===== src/rtl/mem_arb_pkg.sv =====
// Shared types for the memory port arbiter: FSM state encoding, owner
// constants and the latched memory command.
package mem_arb_pkg;

   localparam int ARB_ADDR_W  = 32;
   localparam int ARB_BURST_W = 8;

   localparam logic OWN_RD = 1'b0;
   localparam logic OWN_WR = 1'b1;

   typedef enum logic [1:0] {
      ST_IDLE     = 2'd0,
      ST_CMD      = 2'd1,
      ST_RD_BEATS = 2'd2,
      ST_WR_BEATS = 2'd3
   } arb_state_e;

   typedef struct packed {
      logic                   we;
      logic [ARB_ADDR_W-1:0]  addr;
      logic [ARB_BURST_W-1:0] len;
   } mem_cmd_t;

endpackage


===== src/rtl/mem_arb_watchdog.sv =====
// Stall watchdog for the memory port arbiter: counts cycles without progress
// while busy and raises a sticky flag at WDOG_CYCLES (used under MEM_ARB_WATCHDOG_EN).
module mem_arb_watchdog #(
   parameter int WDOG_CYCLES = 1024
) (
   input  logic clock,
   input  logic reset,
   input  logic active,
   input  logic progress,
   output logic stall_err
);

   localparam int CNT_W = $clog2(WDOG_CYCLES + 1);

   logic [CNT_W-1:0] cnt_r;
   logic             stall_r;

   // Saturating stall counter plus sticky flag; the flag rises on the edge the count reaches the threshold
   always_ff @(posedge clock or negedge reset) begin
      if (!reset) begin
         cnt_r   <= '0;
         stall_r <= 1'b0;
      end else begin
         if (!active || progress) begin
            cnt_r <= '0;
         end else if (cnt_r != CNT_W'(WDOG_CYCLES)) begin
            cnt_r <= cnt_r + CNT_W'(1);
         end else begin
            cnt_r <= cnt_r;
         end
         if (active && !progress && (cnt_r == CNT_W'(WDOG_CYCLES - 1))) begin
            stall_r <= 1'b1;
         end else begin
            stall_r <= stall_r;
         end
      end
   end

   assign stall_err = stall_r;

endmodule


===== src/rtl/mem_port_arbiter.sv =====
// Arbitrates one memory port between the mem_read and mem_write processes,
// one burst at a time. Optional stall watchdog: define MEM_ARB_WATCHDOG_EN.
module mem_port_arbiter
   import mem_arb_pkg::*;
#(
   parameter int ADDR_W      = ARB_ADDR_W,
   parameter int DATA_W      = 64,
   parameter int BURST_W     = ARB_BURST_W,
   parameter int WDOG_CYCLES = 1024
) (
   input  logic               clock,
   input  logic               reset,
   input  logic               rd_req_vld,
   output logic               rd_req_rdy,
   input  logic [ADDR_W-1:0]  rd_req_addr,
   input  logic [BURST_W-1:0] rd_req_len,
   output logic               rd_data_vld,
   input  logic               rd_data_rdy,
   output logic [DATA_W-1:0]  rd_data,
   output logic               rd_data_last,
   input  logic               wr_req_vld,
   output logic               wr_req_rdy,
   input  logic [ADDR_W-1:0]  wr_req_addr,
   input  logic [BURST_W-1:0] wr_req_len,
   input  logic               wr_data_vld,
   output logic               wr_data_rdy,
   input  logic [DATA_W-1:0]  wr_data,
   output logic               mem_cmd_vld,
   input  logic               mem_cmd_rdy,
   output logic               mem_cmd_we,
   output logic [ADDR_W-1:0]  mem_cmd_addr,
   output logic [BURST_W-1:0] mem_cmd_len,
   output logic               mem_wdata_vld,
   input  logic               mem_wdata_rdy,
   output logic [DATA_W-1:0]  mem_wdata,
   input  logic               mem_rdata_vld,
   output logic               mem_rdata_rdy,
   input  logic [DATA_W-1:0]  mem_rdata,
   output logic               busy,
   output logic               owner,
   output logic               stall_err
);

   arb_state_e         state_r;
   mem_cmd_t           cmd_r;
   logic [BURST_W-1:0] beat_cnt_r;
   logic               last_owner_r;

   logic grant_rd_s;
   logic grant_wr_s;
   logic beat_hs_s;
   logic last_beat_s;
   logic busy_s;
   logic stall_err_s;

   // Grant: sole requester wins; on a tie the side that did not own last
   always_comb begin
      grant_rd_s = 1'b0;
      grant_wr_s = 1'b0;
      if (rd_req_vld && wr_req_vld) begin
         grant_rd_s = (last_owner_r == OWN_WR);
         grant_wr_s = (last_owner_r == OWN_RD);
      end else begin
         grant_rd_s = rd_req_vld;
         grant_wr_s = wr_req_vld;
      end
   end

   // Handshake gating: every valid/ready is zero unless its state owns it
   always_comb begin
      rd_req_rdy    = 1'b0;
      wr_req_rdy    = 1'b0;
      mem_cmd_vld   = 1'b0;
      rd_data_vld   = 1'b0;
      mem_rdata_rdy = 1'b0;
      rd_data_last  = 1'b0;
      mem_wdata_vld = 1'b0;
      wr_data_rdy   = 1'b0;
      case (state_r)
         ST_IDLE: begin
            rd_req_rdy = grant_rd_s;
            wr_req_rdy = grant_wr_s;
         end
         ST_CMD: begin
            mem_cmd_vld = 1'b1;
         end
         ST_RD_BEATS: begin
            rd_data_vld   = mem_rdata_vld;
            mem_rdata_rdy = rd_data_rdy;
            rd_data_last  = last_beat_s;
         end
         ST_WR_BEATS: begin
            mem_wdata_vld = wr_data_vld;
            wr_data_rdy   = mem_wdata_rdy;
         end
         default: begin
            mem_cmd_vld = 1'b0;
         end
      endcase
   end

   assign beat_hs_s   = ((state_r == ST_RD_BEATS) && mem_rdata_vld && rd_data_rdy) ||
                        ((state_r == ST_WR_BEATS) && wr_data_vld && mem_wdata_rdy);
   assign last_beat_s = (beat_cnt_r == cmd_r.len);
   assign busy_s      = (state_r != ST_IDLE);

   // Burst FSM; the counter is never incremented on the last beat, so it cannot wrap
   always_ff @(posedge clock or negedge reset) begin
      if (!reset) begin
         state_r      <= ST_IDLE;
         cmd_r        <= '0;
         beat_cnt_r   <= '0;
         last_owner_r <= OWN_WR;
      end else begin
         case (state_r)
            ST_IDLE: begin
               if (rd_req_vld && rd_req_rdy) begin
                  cmd_r        <= '{we: 1'b0, addr: rd_req_addr, len: rd_req_len};
                  last_owner_r <= OWN_RD;
                  state_r      <= ST_CMD;
               end else if (wr_req_vld && wr_req_rdy) begin
                  cmd_r        <= '{we: 1'b1, addr: wr_req_addr, len: wr_req_len};
                  last_owner_r <= OWN_WR;
                  state_r      <= ST_CMD;
               end
            end
            ST_CMD: begin
               if (mem_cmd_rdy) begin
                  beat_cnt_r <= '0;
                  state_r    <= cmd_r.we ? ST_WR_BEATS : ST_RD_BEATS;
               end
            end
            ST_RD_BEATS, ST_WR_BEATS: begin
               if (beat_hs_s) begin
                  if (last_beat_s) begin
                     state_r <= ST_IDLE;
                  end else begin
                     beat_cnt_r <= beat_cnt_r + BURST_W'(1);
                  end
               end
            end
            default: begin
               state_r <= ST_IDLE;
            end
         endcase
      end
   end

   assign rd_data      = mem_rdata;
   assign mem_wdata    = wr_data;
   assign mem_cmd_we   = cmd_r.we;
   assign mem_cmd_addr = cmd_r.addr;
   assign mem_cmd_len  = cmd_r.len;
   assign busy         = busy_s;
   assign owner        = last_owner_r;
   assign stall_err    = stall_err_s;

`ifdef MEM_ARB_WATCHDOG_EN
   logic progress_s;
   assign progress_s = (mem_cmd_vld && mem_cmd_rdy) || beat_hs_s;

   mem_arb_watchdog #(
      .WDOG_CYCLES (WDOG_CYCLES)
   ) u_watchdog (
      .clock     (clock),
      .reset     (reset),
      .active    (busy_s),
      .progress  (progress_s),
      .stall_err (stall_err_s)
   );
`else
   assign stall_err_s = 1'b0;
`endif

endmodule


===== config.mk =====
export PLATFORM = sky130hd
export DESIGN_NAME = mem_port_arbiter
export DESIGN_NICKNAME = d
export VERILOG_FILES = /design/src/rtl/mem_arb_pkg.sv /design/src/rtl/mem_arb_watchdog.sv /design/src/rtl/mem_port_arbiter.sv
export SDC_FILE = /design/constraint.sdc
export NUM_CORES = 1
export LEC_CHECK = 0
export CAP_MARGIN = 20
export CORE_AREA = 5 5 152 154
export CTS_CLUSTER_DIAMETER = 30
export DETAILED_ROUTE_END_ITERATION = 16
export DIE_AREA = 0 0 157 159
export HOLD_SLACK_MARGIN = 0.02
export PLACE_DENSITY = 0.66
export REMOVE_ABC_BUFFERS = 1
export SETUP_SLACK_MARGIN = 0.5
export SYNTH_ARGS = -nofsm -noshare
export SYNTH_HDL_FRONTEND = slang
export SYNTH_SLANG_ARGS = --single-unit

===== constraint.sdc =====
create_clock -name clock -period 1.5 [get_ports clock]
set_input_delay 0.3 -clock clock [delete_from_list [all_inputs] [get_ports clock]]
set_output_delay 0.3 -clock clock [all_outputs]
set_load 0.05 [all_outputs]

# Word level (Yosys, flattened, before mapping)
# Index checks and enable logic that the tools add are counted.
# classes
eq_ne,9
n_reduce_logical,16
mux,25
bitwise_logic,1
addsub,1
# op_table
cell,count
two-way mux 41 bit,2
two-way mux 8 bit,3
case mux 8 bit (2 select lines),1
two-way mux 1 bit,13
two-way mux 2 bit,5
adder 8 x 1 -> 8 bit (second input constant),1
equality test 8 bit,1
inequality test 2 bit (second input constant),4
AND reduction 4 bit,2
logical AND 1 bit,7
case mux 2 bit (3 select lines),1
nonzero test 2 bit,3
equality test 2 bit (second input constant),2
inequality test 3 bit (second input constant),1
equality test 2 x 1 -> 1 bit (second input constant),1
logical NOT 2 bit,1
AND reduction 2 bit,1
OR reduction 2 bit,1
logical OR 1 bit,1
NOT 1 bit,1
# totals
input_bits,217
elab_cells,58
ff_bits,52
output_inout_bits,180

# Longest topological paths before layout
# logic_depth
word_depth,7
depth_mapped,7
depth_no_buf,5

# Worst setup path before layout
# Ideal clock, no wire load.
# synth_path
path_kind,flip-flop to output port
start,reg cmd_r (netlist bit mem_cmd_len[4])
end,out rd_data_last
arrival_ps,1843
path_stages_with_launch,6
t_required_ps,1200
path_buffers,1
slack_ps,-643
cell_sequence,dfrtp_1 xnor2_1 nand4_1 nor2_1 buf_2 and2_1
# synth_via
elab_chain_cells,2
# synth_lines
item,line,text
from (decl),mem_port_arbiter.sv:45,mem_cmd_t cmd_r;
from (signal assigned),mem_port_arbiter.sv:118,"cmd_r <= '{we: 1'b0, addr: rd_req_addr, len: rd_req_len};"
from (signal assigned),mem_port_arbiter.sv:122,"cmd_r <= '{we: 1'b1, addr: wr_req_addr, len: wr_req_len};"
equality test 8 bit,mem_port_arbiter.sv:104,assign last_beat_s = (beat_cnt_r == cmd_r.len);
two-way mux 1 bit,mem_port_arbiter.sv:79,case (state_r)
to (decl),mem_port_arbiter.sv:20,"output logic rd_data_last,"
# Every way passes these cells.

# Final worst setup path
# layout_path
start,reg cmd_r (netlist bit mem_cmd_len[1])
end,reg beat_cnt_r[4]
# layout_via
elab_chain_cells,3
# layout_lines
item,line,text
equality test 8 bit,mem_port_arbiter.sv:104,
inequality test 2 bit (no line),n/a,
AND reduction 4 bit (no line),n/a,
to (signal assigned),mem_port_arbiter.sv:138,beat_cnt_r <= beat_cnt_r + BURST_W'(1);
to (decl),mem_port_arbiter.sv:46,logic [BURST_W-1:0] beat_cnt_r;
# Every way passes these cells.
# A chain may end at the register's enable or synchronous reset.

==> flow_summary.toml <==
[global_routing]
first_global_vias = 3163
gr_overflow_total = 0
grt_max_degree = 53
grt_first_pass_wirelength_mm = 38.2
grt_antenna_before_repair = 6
grt_use_total_pct = 24.2

[setup_path]
worstPathCellList = "xnor2_2 -> nand4_1 -> nor2_2 -> buf_4 -> bufbuf_16 -> or4_4 -> nand3_2"
worst-endpoint-required_ns = 1.74
critical_path_arrival_ns = 2.13
critPathSlowestCell = "sky130_fd_sc_hd__or4_4"
worst_setup_path_end_kind = "flop"
timing.setup.critical_path_class = "flop to flop"
crit_path_max_fanout = 7
cpPeakStageDelay_ns = 0.51
critical_path.startpoint_type = "flop"

[cells_and_area]
finish.net_count = 696
register_area_mm2 = 0.00131
num-fill-cells = 2231
share_of_cells_above_drive_strength_1_pct = 39.9
signed_area_change_from_the_synthesized_netlist_to_the_final_layout_pct = 71.6
utilization_pct = 28.8
design_area_mm2 = 0.00621
area_occupied_by_multi_input_gates_mm2 = 0.00159

[clock_tree]
cts_tree = "built"
cts_buffers = 5
clkTransAtPathRegs_ns = 0.07
tritoncts_num_sinks = 52
clkLatencyLatePin_ns = 0.31
cts_htree_levels = 2
clock_path_buffers = 2
cts.root.buffer_cell = "sky130_fd_sc_hd__clkbuf_16"

[sta]
timing.fmax_mhz = 529
final.min_clock_period_ns = 1.89
finalHoldViolCount = 0
maxSlewHeadroom_pct = 60.5
final_report_setup_violation_count = 59
worst_pin_slew_ns = 0.590
period_share_pct = 126
hold-worst-slack_ns = 0.518
skew_ns = 0.00822
slew_viol_final = 0
grt_setup_unrepaired = "true"
finalWorstSetupSlack_ns = -0.392

[drt]
drt_pass_1_iters = 4
post_drt_via_cell_ratio = 4.29
detailroute.via_count = 3263
drt_iter0_drc = 114
drt_drc_violations_left = 0
wl_per_cell_um = 42.3
route.final.wire_length_mm = 32.1
final_antenna_net_count = 0

[floorplanning]
design.portCount = 397
floorplan.initialDensity_pct = 16.8
placementRows = 54
floorplan.die.height_um = 159
core_area_mm2 = 0.0216
die_width_um = 157
area_enclosed_by_the_die_boundary_mm2 = 0.0250

[synth]
netlist_instances = 402
synth.ff_latch_count = 52
yosysUniqueCellTypes = 36
synth.cell_area_mm2 = 0.00362
synthesis.area_per_instance_um2 = 9.00
synth.yosys.seq_area_share_pct = 36.0
synth.top_cells.by_area = "sky130_fd_sc_hd__dfrtp_1 35%, sky130_fd_sc_hd__buf_4 27%, sky130_fd_sc_hd__mux2i_1 11%"
post-synth-top-area-cell = "sky130_fd_sc_hd__dfrtp_1"
post-synth-top-area-fraction_pct = 35.3
synth_warnings = 0

[pwr]
max-vdd-ir-drop_mv = 0.439
cellPowerDensity_mw_per_mm2 = 916
cellLeakagePower_nw = 2.75

[run]
maxCapViolations = 0

[status]
run_status = "finished with violations"
failed_checks = "setup timing"

[hold_path]
worst_min_delay_path_category = "input pin to asynchronous set/reset pin"

[placed_design]
gp_routability_congestion = 0.922
post_place_setup_slack_ns = -0.541
placement.cell_area_mm2 = 0.00518
detailedPlacementHpwl_mm = 27.9
placement.io_buffers = 139
## logic make-up (layout without fill, tap and decap cells)
family	count (synthesis)	after routing	synth area share, %
buffers and inverters	150	227	29.4
and+or+nand+nor	93	93	12.1
AOI/OAI and AO/OA	57	57	9.13
DFF	52	52	36.0
muxes	40	40	11.1
xor gates and xnor gates	8	8	1.94
adders and majority gates	1	1	0.346
other	1	2	0.104
## registers in the layout (all words and copies together), names as in the netlist
name and count:
mem_cmd_we 1, state_r 2, owner 1, beat_cnt_r 8
mem_cmd_addr 32, mem_cmd_len 8
## critical path, delay by kind of cell, from the launching register on
family / cells / cell delay, ns
and+or+nand+nor: 4 / 0.81
xor gates and xnor gates: 1 / 0.16
buffers and inverters: 2 / 0.42
DFF: 1 / 0.43
## cell usage in the layout, fill, tap and decap left out, drive strengths merged, types with 2 or more instances in the layout
cell type	Yosys	layout
and2	4	4
o311ai	3	3
xnor2	8	8
inv	4	4
nand3	12	12
mux2i	40	40
dfrtp	51	51
nor2	2	2
o21ai	44	44
clkdlybuf4s50	0	86
nand2b	2	2
nand2	56	56
nor2b	2	2
clkbuf	10	11
buf	136	122
or3	5	5
and3	3	3
nand4	3	3
o211ai	4	4
## synth_stat cells (all sizes together)
cell,instances
a211o,1
o21ai,44
or4b,1
nand2,56
nor3b,1
o31a,1
a32oi,1
or3,5
buf,136
nor2b,2
dfstp,1
nand2b,2
ha,1
and2,4
clkbuf,10
a21oi,1
dfrtp,51
o311ai,3
nand3,12
inv,4
nand4,3
mux2i,40
conb,1
nor3,1
nor2,2
xnor2,8
and3,3
or4,1
a2bb2oi,1
a31oi,1
o211ai,4
## final timing paths
kind                                              startpoint                           end  slack (ns)  depth (start not counted)
min in group clock              mem_cmd_addr[30]$_DFFE_PN0P_  mem_cmd_addr[30]$_DFFE_PN0P_        0.55                          2
worst max register to register    mem_cmd_len[1]$_DFFE_PN0P_     beat_cnt_r[4]$_DFFE_PN0P_       -0.39                          7
worst min register to register  mem_cmd_addr[30]$_DFFE_PN0P_  mem_cmd_addr[30]$_DFFE_PN0P_        0.55                          2
worst max-delay path              mem_cmd_len[1]$_DFFE_PN0P_     beat_cnt_r[4]$_DFFE_PN0P_       -0.39                          7
worst min-delay path                                   reset    mem_cmd_len[5]$_DFFE_PN0P_        0.52                          3
max in group asynchronous                              reset             owner$_DFFE_PN1P_        0.66                          3
## cell type report
type	count	area share (%)
diodes	1	0.0403
clock buffers	7	2.14
clock inverters	1	0.141
inverters	4	0.322
multi-input cells	200	25.5
flip-flops and latches	52	21.0
well taps	280	5.64
repair buffers	215	45.2
## where the power goes
group | internal, mW | switching, mW
logic | 1.41 | 1.25
registers | 1.62 | 0.215
clock network | 0.626 | 0.573
total | 3.65 | 2.04
## per-layer routing
layer / vias up / wire length [um] / track usage (%) / share of wire, %
li1: 1368 / - / - / -
met1: 1410 / 7310 / 16.5 / 23
met2: 411 / 13500 / 35.1 / 42
met3: 58 / 9700 / 35.0 / 30
met4: 16 / 1350 / 8.05 / 4.2
met5: - / 322 / 8.13 / 1.0
## stage by stage
stage | total power, mW | setup TNS (ns) | instances
after detailed placement | 4.15 | -14.62 | 719
after global placement | 4.12 | -13.24 | 719
after CTS | 5.55 | -6.26 | 743
after floorplan | 2.76 | -142.24 | 256
final | 5.69 | -6.82 | 760
after global routing | 5.97 | -11.11 | 760
## what timing repair did
item	4_1_cts	5_1_grt
pin swaps	17	21
resized for setup	119	51
hold buffers	1	0
setup endpoints to repair	103	103
setup buffers	13	12
gates cloned	2	4
hold endpoints to repair	51	0
No activity file was read; power rests on OpenSTA's default activity.
